**config.mk**
```make
export PLATFORM = sky130hd
export DESIGN_NAME = fsm_merge_n
export DESIGN_NICKNAME = d
export VERILOG_FILES = /design/src/rtl/fsm_merge_pkg.sv /design/src/rtl/merge_pick_lowest.sv /design/src/rtl/fsm_merge_n.sv
export SDC_FILE = /design/constraint.sdc
export NUM_CORES = 1
export LEC_CHECK = 0
export CAP_MARGIN = 5
export CELL_PAD_IN_SITES_DETAIL_PLACEMENT = 1
export CELL_PAD_IN_SITES_GLOBAL_PLACEMENT = 2
export CORE_ASPECT_RATIO = 1.2
export CORE_MARGIN = 5
export CORE_UTILIZATION = 27
export CTS_BUF_LIST = sky130_fd_sc_hd__clkbuf_8
export DETAILED_ROUTE_END_ITERATION = 12
export PLACE_DENSITY_LB_ADDON = 0.1
export RECOVER_POWER = 100
export SLEW_MARGIN = 20
export SYNTH_ARGS = -nofsm -noshare
export SYNTH_HDL_FRONTEND = slang
export SYNTH_SLANG_ARGS = --single-unit
```
**constraint.sdc**
```tcl
create_clock -name clk -period 3.67 [get_ports clk]
set_input_delay 0.5505 -clock clk [delete_from_list [all_inputs] [get_ports clk]]
set_output_delay 0.5505 -clock clk [all_outputs]
set_load 0.005 [all_outputs]
```
**src/rtl/fsm_merge_pkg.sv**
```systemverilog
// Shared types for the N-channel output-merge FSM.
package fsm_merge_pkg;

    localparam int DEF_IDX_W = 10;

    typedef enum logic [2:0] {
        S_INIT,
        S_WAIT_DATA,
        S_PUSH,
        S_PUSH_INC,
        S_OF_FULL
    } state_t;

endpackage

```
**src/rtl/merge_pick_lowest.sv**
```systemverilog
// Priority encoder: reports whether any request is set and the lowest set index.
module merge_pick_lowest #(
    parameter  int NUM_CH = 2,
    localparam int SEL_W  = $clog2(NUM_CH)
) (
    input  logic [NUM_CH-1:0] i_req,
    output logic              o_valid,
    output logic [SEL_W-1:0]  o_idx
);

    always_comb begin
        o_valid = |i_req;
        o_idx   = '0;
        // Walking downwards lets the lowest set bit win.
        for (int i = NUM_CH - 1; i >= 0; i--) begin
            if (i_req[i]) begin
                o_idx = SEL_W'(i);
            end
        end
    end

endmodule

```
**src/rtl/fsm_merge_n.sv**
```systemverilog
// Merges NUM_CH encoder channels into one output FIFO in ascending field-index order,
// one byte per grant, with FIFO-full stall, synchronous restart and a sticky conflict flag.
module fsm_merge_n
    import fsm_merge_pkg::*;
#(
    parameter  int NUM_CH = 2,
    parameter  int IDX_W  = DEF_IDX_W,
    localparam int SEL_W  = $clog2(NUM_CH)
) (
    input  logic                    clk,
    input  logic                    reset,
    input  logic                    restart,
    input  logic [IDX_W-1:0]        start_index,
    input  logic                    out_fifo_full,
    input  logic [NUM_CH*IDX_W-1:0] ch_in_index_q,
    input  logic [NUM_CH*IDX_W-1:0] ch_out_index_q,
    input  logic [NUM_CH-1:0]       ch_data_valid,
    input  logic [NUM_CH-1:0]       ch_encoding,
    output logic                    out_fifo_clr,
    output logic                    out_fifo_push,
    output logic [SEL_W-1:0]        out_sel,
    output logic [NUM_CH-1:0]       ch_enable,
    output logic [NUM_CH-1:0]       ch_data_accepted,
    output logic [IDX_W-1:0]        out_index,
    output logic [IDX_W-1:0]        out_index_plus1,
    output logic                    idx_conflict,
    output state_t                  dbg_state
);

    state_t              r_state;
    logic [IDX_W-1:0]    r_cur_idx;
    logic [IDX_W-1:0]    r_idx_p1;
    logic [SEL_W-1:0]    r_sel;
    logic                r_clr;
    logic                r_push;
    logic [NUM_CH-1:0]   r_acc;
    logic                r_conflict;

    logic [IDX_W-1:0]    w_cur_p1;
    logic [NUM_CH-1:0]   w_eq_cur;
    logic [NUM_CH-1:0]   w_eq_next;
    logic [NUM_CH-1:0]   w_enc_hit;
    logic [NUM_CH-1:0]   w_next_ok;
    logic                w_blk;
    logic                w_multi_cur;
    logic                w_cur_any;
    logic                w_nxt_any;
    logic [SEL_W-1:0]    w_cur_sel;
    logic [SEL_W-1:0]    w_nxt_sel;

    assign w_cur_p1 = r_cur_idx + IDX_W'(1);

    always_comb begin
        w_eq_cur  = '0;
        w_eq_next = '0;
        w_enc_hit = '0;
        for (int i = 0; i < NUM_CH; i++) begin
            w_eq_cur[i]  = ch_data_valid[i] && (ch_out_index_q[i*IDX_W +: IDX_W] == r_cur_idx);
            w_eq_next[i] = ch_data_valid[i] && (ch_out_index_q[i*IDX_W +: IDX_W] == w_cur_p1);
            w_enc_hit[i] = ch_encoding[i] && (ch_in_index_q[i*IDX_W +: IDX_W] == r_cur_idx);
        end
    end

    // The next field may only start once nothing can still produce bytes for the current one.
    assign w_blk       = |(w_enc_hit | w_eq_cur);
    assign w_next_ok   = w_eq_next & {NUM_CH{!w_blk}};
    assign w_multi_cur = (w_eq_cur & (w_eq_cur - NUM_CH'(1))) != '0;

    merge_pick_lowest #(.NUM_CH(NUM_CH)) u_pick_cur (
        .i_req   (w_eq_cur),
        .o_valid (w_cur_any),
        .o_idx   (w_cur_sel)
    );

    merge_pick_lowest #(.NUM_CH(NUM_CH)) u_pick_next (
        .i_req   (w_next_ok),
        .o_valid (w_nxt_any),
        .o_idx   (w_nxt_sel)
    );

    // Push/accept contract: out_fifo_push and the one-hot ch_data_accepted are high together
    // for exactly one cycle per byte; the channel pops its head on that cycle and no other.
    always_ff @(posedge clk or negedge reset) begin
        if (!reset) begin
            r_state    <= S_INIT;
            r_cur_idx  <= '0;
            r_idx_p1   <= '0;
            r_sel      <= '0;
            r_clr      <= 1'b1;
            r_push     <= 1'b0;
            r_acc      <= '0;
            r_conflict <= 1'b0;
        end else begin
            r_clr  <= 1'b0;
            r_push <= 1'b0;
            r_acc  <= '0;
            if (restart) begin
                r_state    <= S_INIT;
                r_clr      <= 1'b1;
                r_cur_idx  <= start_index;
                r_idx_p1   <= start_index + IDX_W'(1);
                r_conflict <= 1'b0;
            end else begin
                case (r_state)
                    S_INIT: begin
                        r_cur_idx  <= start_index;
                        r_idx_p1   <= start_index + IDX_W'(1);
                        r_conflict <= 1'b0;
                        r_state    <= S_WAIT_DATA;
                    end
                    S_WAIT_DATA, S_OF_FULL: begin
                        if (w_multi_cur) begin
                            r_conflict <= 1'b1;
                        end
                        if (out_fifo_full) begin
                            r_state <= S_OF_FULL;
                        end else if (w_cur_any) begin
                            r_state <= S_PUSH;
                            r_sel   <= w_cur_sel;
                            r_push  <= 1'b1;
                            r_acc   <= NUM_CH'(1) << w_cur_sel;
                        end else if (w_nxt_any) begin
                            r_state <= S_PUSH_INC;
                            r_sel   <= w_nxt_sel;
                            r_push  <= 1'b1;
                            r_acc   <= NUM_CH'(1) << w_nxt_sel;
                        end else begin
                            r_state <= S_WAIT_DATA;
                        end
                    end
                    S_PUSH: begin
                        r_state <= out_fifo_full ? S_OF_FULL : S_WAIT_DATA;
                    end
                    S_PUSH_INC: begin
                        r_cur_idx <= w_cur_p1;
                        r_idx_p1  <= w_cur_p1 + IDX_W'(1);
                        r_state   <= out_fifo_full ? S_OF_FULL : S_WAIT_DATA;
                    end
                    default: begin
                        r_state <= S_INIT;
                    end
                endcase
            end
        end
    end

    assign out_fifo_clr     = r_clr;
    assign out_fifo_push    = r_push;
    assign out_sel          = r_sel;
    assign ch_data_accepted = r_acc;
    assign ch_enable        = {NUM_CH{(r_state != S_INIT) && !out_fifo_full}};
    assign out_index        = r_cur_idx;
    assign out_index_plus1  = r_idx_p1;
    assign idx_conflict     = r_conflict;
    assign dbg_state        = r_state;

endmodule
```
======== Word-level counts from Yosys, hierarchy flattened ========
Index checks and enable logic that the tools add are counted.
operators by class
  add/sub/neg operators ................... 4
  bitwise gates (word level) .............. 5
  shift operators ......................... 2
  reduce and logical (&&, ||, !) cells .... 22
  equality and inequality tests ........... 11
  mux-type cells .......................... 30
operators by type and width
  cell                                                               count
  10-bit == test                                                     6
  10-bit case mux with 2 select lines                                2
  10-bit by 1-bit adder with 10-bit output, second input constant    3
  10-bit 2-to-1 mux                                                  2
  1-bit 2-to-1 mux                                                   14
  2-bit 2-to-1 mux                                                   7
  2-bit OR reduction                                                 5
  3-bit 2-to-1 mux                                                   3
  3-bit case mux with 3 select lines                                 1
  3-bit nonzero test                                                 3
  1-bit logical AND                                                  7
  3-bit by 2-bit == test with 1-bit output, second input constant    2
  2-bit AND                                                          2
  4-bit AND reduction                                                1
  2-bit nonzero test                                                 2
  1-bit by 1-bit left shift with 2-bit output, first input constant  2
  3-bit by 1-bit == test with 1-bit output, second input constant    1
  3-bit == test, second input constant                               1
  3-bit zero test                                                    1
  3-bit inequality test, second input constant                       1
  1-bit zero test                                                    2
  1-bit NOT                                                          2
  2-bit OR                                                           1
  1-bit case mux with 2 select lines                                 1
  other kinds (2)                                                    2
word-level totals
  register bits after elaboration ......... 29
  word-level logic and storage cells ...... 82
  output and inout port bits .............. 31
  input bits .............................. 58

======== Logic depth before layout (Yosys ltp) ========
  depth after elaboration ................. 14
  mapped depth ............................ 12
  gate-level depth less buffers ........... 9

======== Hierarchy ========
A second synthesis with hierarchy kept.
second synthesis, totals
  cells, all modules ...................... 330
  area total of the unflattened synthesis .. 2808.9 um^2
modules (own cells, without submodules)
  module             cells an instance  area an instance (um^2)  instances
  fsm_merge_n        326                2783.9                   1
  merge_pick_lowest  2                  12.5                     2

======== Worst setup path after synthesis ========
OpenSTA, ideal clock, no wires.
  path type ............................... flip-flop to flip-flop
  start ................................... register r_cur_idx[0] (netlist: out_index[0])
  end ..................................... register r_sel (netlist: out_sel)
  buffers on the path ..................... 3
  required time ........................... 3546 ps
  arrival time ............................ 2773 ps
  setup slack ............................. 773 ps
  cell stages (with the launch flop) ...... 13
  library setup time ...................... 124 ps
  cell sequence ........................... dfrtp_1 > buf_6 > clkbuf_1 > inv_1 > ha_1 > clkbuf_1 > xor2_1 > nand3b_1 > a211oi_1 > or4b_1 > a211oi_2 > nor2b_1 > a211o_1
between the ends
  longest elaborated chain between the ends .. 10
  elaborated cells on any way between the ends .. 27
  those cells by class .................... 1 x add/sub; 6 x eq/ne; 6 x mux; 2 x bitwise; 12 x reduce/logical
ends and longest elaborated chain
  element                                                                            line                source
  start, declared                                                                    fsm_merge_n.sv:31   logic [IDX_W-1:0] r_cur_idx;
  start signal, assigned                                                             fsm_merge_n.sv:100  r_cur_idx <= start_index;
  start signal, assigned                                                             fsm_merge_n.sv:106  r_cur_idx <= start_index;
  start signal, assigned                                                             fsm_merge_n.sv:135  r_cur_idx <= w_cur_p1;
  branches (longest 10 deep; another with 10-bit by 1-bit adder with 10-bit output)  n/a
  end signal, assigned                                                               fsm_merge_n.sv:119  r_sel <= w_cur_sel;
  end signal, assigned                                                               fsm_merge_n.sv:124  r_sel <= w_nxt_sel;
  end, declared                                                                      fsm_merge_n.sv:33   logic [SEL_W-1:0] r_sel;
Parallel ways; which one is timed is not known. The select of a mux whose other input is x is not followed.
A chain may end at the register's enable or synchronous reset.

======== Worst setup path after layout ========
  start ................................... register r_cur_idx[2] (netlist: out_index[2])
  end ..................................... register r_sel (netlist: out_sel)
Same word-level chain as after synthesis.

==> out/qor.txt <==
Status - complete, but fails checks
Failing checks - capacitance limit, slew limit
# rows - 41
Die height - 122.6 µm
Postcts setup bufs - 0
CTS tree - built
H-tree depth - 1
Clk Latency, worst-skew pair - 0.28 ns
Final min period - 3.168 ns
Max-cap viol count - 1
Nets - 490
CTS Buf Count - 3
Hold_ws - 0.4864 ns
Most common cell in the netlist - xnor2_1
Final setup vio count - 0
Tot GR Track Use - 0.1629
Fill count - 1264
Synth top area cells - dfrtp_1 24%, xnor2_1 18%, xor2_1 5.5%
DIE WIDTH - 103.8 µm
Crit path max-delay family - simple AND/OR/NAND/NOR gates
Buf+Inv Stages, Crit Path - 1
Peak supply drop - 0.0001600 V
Initial Util - 0.2739
Crit-path cells - clkbuf_1 > nand3_2 > nor3_1 > a31oi_1 > or4b_1 > a211oi_2 > nor2b_1 > a211o_1
Cell Area, Synth - 2853 µm²
Period Utilization, post-route - 0.8632
First-pass GRT wire length - 16710 µm
DRC - 0
Post-synth EDFFs - 0
Pwr Density - 281.5 nW/µm²
Share of layout cells above drive strength 1 - 0.04907
Clock transition at path regs - 0.11 ns
Area growth, synth to finish - 33.11%
Die footprint - 12730 µm²
Top-area cell type share of the netlist area - 0.2368
CP arrival - 3.34 ns
Placed inst area - 3767 µm²
Clk_skew - 0.008149 ns
Worst setup EP type - flip-flop
Max Root-Sink Buffers - 2
Yosys warning count - 0
Final count of hold timing violations - 0
Antenna fix cells - 0
Vias in the first global route - 3022
WL/cell - 18.50 µm
Setup TNS - 0 ns
GP Congestion - 0.7708
CP Launch Type - flip-flop
Unique masters post-synth - 54
Post-route ant nets - 0
DRT Pass-1 Iters - 4
Slew @ Worst Pin - 1.686 ns
Hpwl dp - 8188 µm
CTS Sinks - 28
Top post-synthesis cells by count - 57 x xnor2_1, 33 x nor2_1, 28 x nand2_1
Core box area - 10410 µm²
CTS root buf - clkbuf_8
Post-synthesis sequential area ratio - 0.2461
Top-Level Pins - 89
Post-synth ARST share - 1.000
Post-route cell area - 3797 µm²
CP peak stage delay - 0.70 ns
Avg Inst Size Synth - 7.902 µm²
RSZ-0062 raised after global routing - no
Master of the slowest instance on the critical path - dfrtp_1
Min-Delay Path Class - reg -> reg
Top_reg_cell synth - dfrtp_1
Post-synth top area cell - dfrtp_1
Crit path kind - reg -> reg
Vias - 2819
Crit path max fanout - 12
Synth Register Bits - 28
Initial DRC Count - 107
Remaining Overflow, GRT - 0
Gates resized, CTS repair - 0
Final WL - 10310 µm
Input/output buffers - 88
Fmax - 315.7 MHz
Leak - 1.361 nW
Fin. max-slew vios - 29
Syn Inst Count - 361
Initial antenna violation count - 0
Slew margin rel. - -0.1241
CTS Hold Bufs - 0
Syn Nets - 422
Largest net degree at the start of global routing - 29
Worst EP required - 3.84 ns
Routed vias/inst - 5.061
==> state kept, by name (all words and copies together) (netlist names) <==
name and cells:
out_index_plus1 10, idx_conflict 1, dbg_state 2, out_fifo_push 1, out_fifo_clr 1, out_index 10, ch_data_accepted 2, out_sel 1
==> stage by stage <==
stage / setup slack, ns / power, mW / util / cells
final: 0.5022 / 1.069 / 0.3647 / 557
after global routing: 0.3111 / 1.154 / 0.3647 / 557
after CTS: 0.6566 / 1.104 / 0.3661 / 557
after detailed placement: 0.6330 / 0.9162 / 0.3618 / 553
after global placement: 0.7209 / 0.9119 / 0.3618 / 553
after floorplan: 0.7728 / 0.6960 / - / 361
==> final timing paths <==
kind	end	slack [ns]	cells after the start	startpoint
max in group asynchronous	out_index[4]$_DFFE_PN0P_	2.01	1	reset
min reg2reg	out_index_plus1[7]$_DFFE_PN0P_	0.49	2	out_index_plus1[7]$_DFFE_PN0P_
max	out_sel$_DFFE_PN0P_	0.50	8	out_index[2]$_DFFE_PN0P_
min	out_index_plus1[7]$_DFFE_PN0P_	0.49	2	out_index_plus1[7]$_DFFE_PN0P_
min in group asynchronous	ch_data_accepted[1]$_DFF_PN0_	0.69	1	reset
max reg2reg	out_sel$_DFFE_PN0P_	0.50	8	out_index[2]$_DFFE_PN0P_
==> cell families (layout without fill, tap and decap cells) <==
group                      Yosys count  in the layout  share of synthesized area
AOI/OAI and AO/OA                   79             79                     0.1662
xor gates and xnor gates            75             75                     0.2303
adders and majority gates            3              3                    0.01316
buffers and inverters               35            102                    0.06403
DFF                                 28             28                     0.2461
muxes                                2              2                   0.007456
and+or+nand+nor                    139            139                     0.2728
==> power by group <==
| group | switching, mW | leakage [nW] | internal [mW] | total [mW] |
|---|---|---|---|---|
| combinational | 0.247 | 0.999 | 0.247 | 0.493 |
| sequential | 0.0610 | 0.335 | 0.336 | 0.397 |
| clock | 0.103 | 0.0269 | 0.0753 | 0.179 |
==> metal layers <==
layer / part of all wire / track usage / up-vias
li1: - / - / 1402
met1: 0.44 / 0.2044 / 1370
met2: 0.52 / 0.3046 / 45
met3: 0.030 / 0.02315 / 2
met4: 0.0041 / 0.01943 / 0
met5: 0 / 0 / -
==> worst reg2reg max path, cell delays in order, from the launching register on <==
cell and delay [ns]:
dfrtp_1 0.70, clkbuf_1 0.51, nand3_2 0.35, nor3_1 0.22, a31oi_1 0.09, or4b_1 0.54
a211oi_2 0.25, nor2b_1 0.10, a211o_1 0.30
==> final cells by class <==
class / instances / area (µm²) / share of cell area
clock buffers: 3 / 41.29 / 0.01087
clock inverters: 1 / 3.754 / 0.0009885
inverters: 4 / 15.01 / 0.003954
multi-input cells: 298 / 1962 / 0.5166
flip-flops and latches: 28 / 701.9 / 0.1848
well taps: 129 / 161.4 / 0.04250
repair buffers: 94 / 912.1 / 0.2402
==> cells in the final DEF, fill, tap and decap left out, drive strengths merged, types with 2 or more instances in the layout <==
cell type,count
nor4,6
nand2b,3
o22ai,2
or4b,3
o31ai,2
dfrtp,27
nor2b,2
a22oi,3
a31oi,3
nor3,13
nand2,28
nand3,15
a211oi,3
nand3b,5
nor4b,2
clkbuf,6
buf,4
xnor2,57
or2,3
nor2,34
ha,3
or4,2
a21oi,26
o21ai,25
or3,2
inv,5
o211ai,5
nand4,10
clkdlybuf4s50,58
o21a,3
nor4bb,2
dlygate4sd3,29
xor2,18
and3,6
Power figures use the tool's default switching activity.
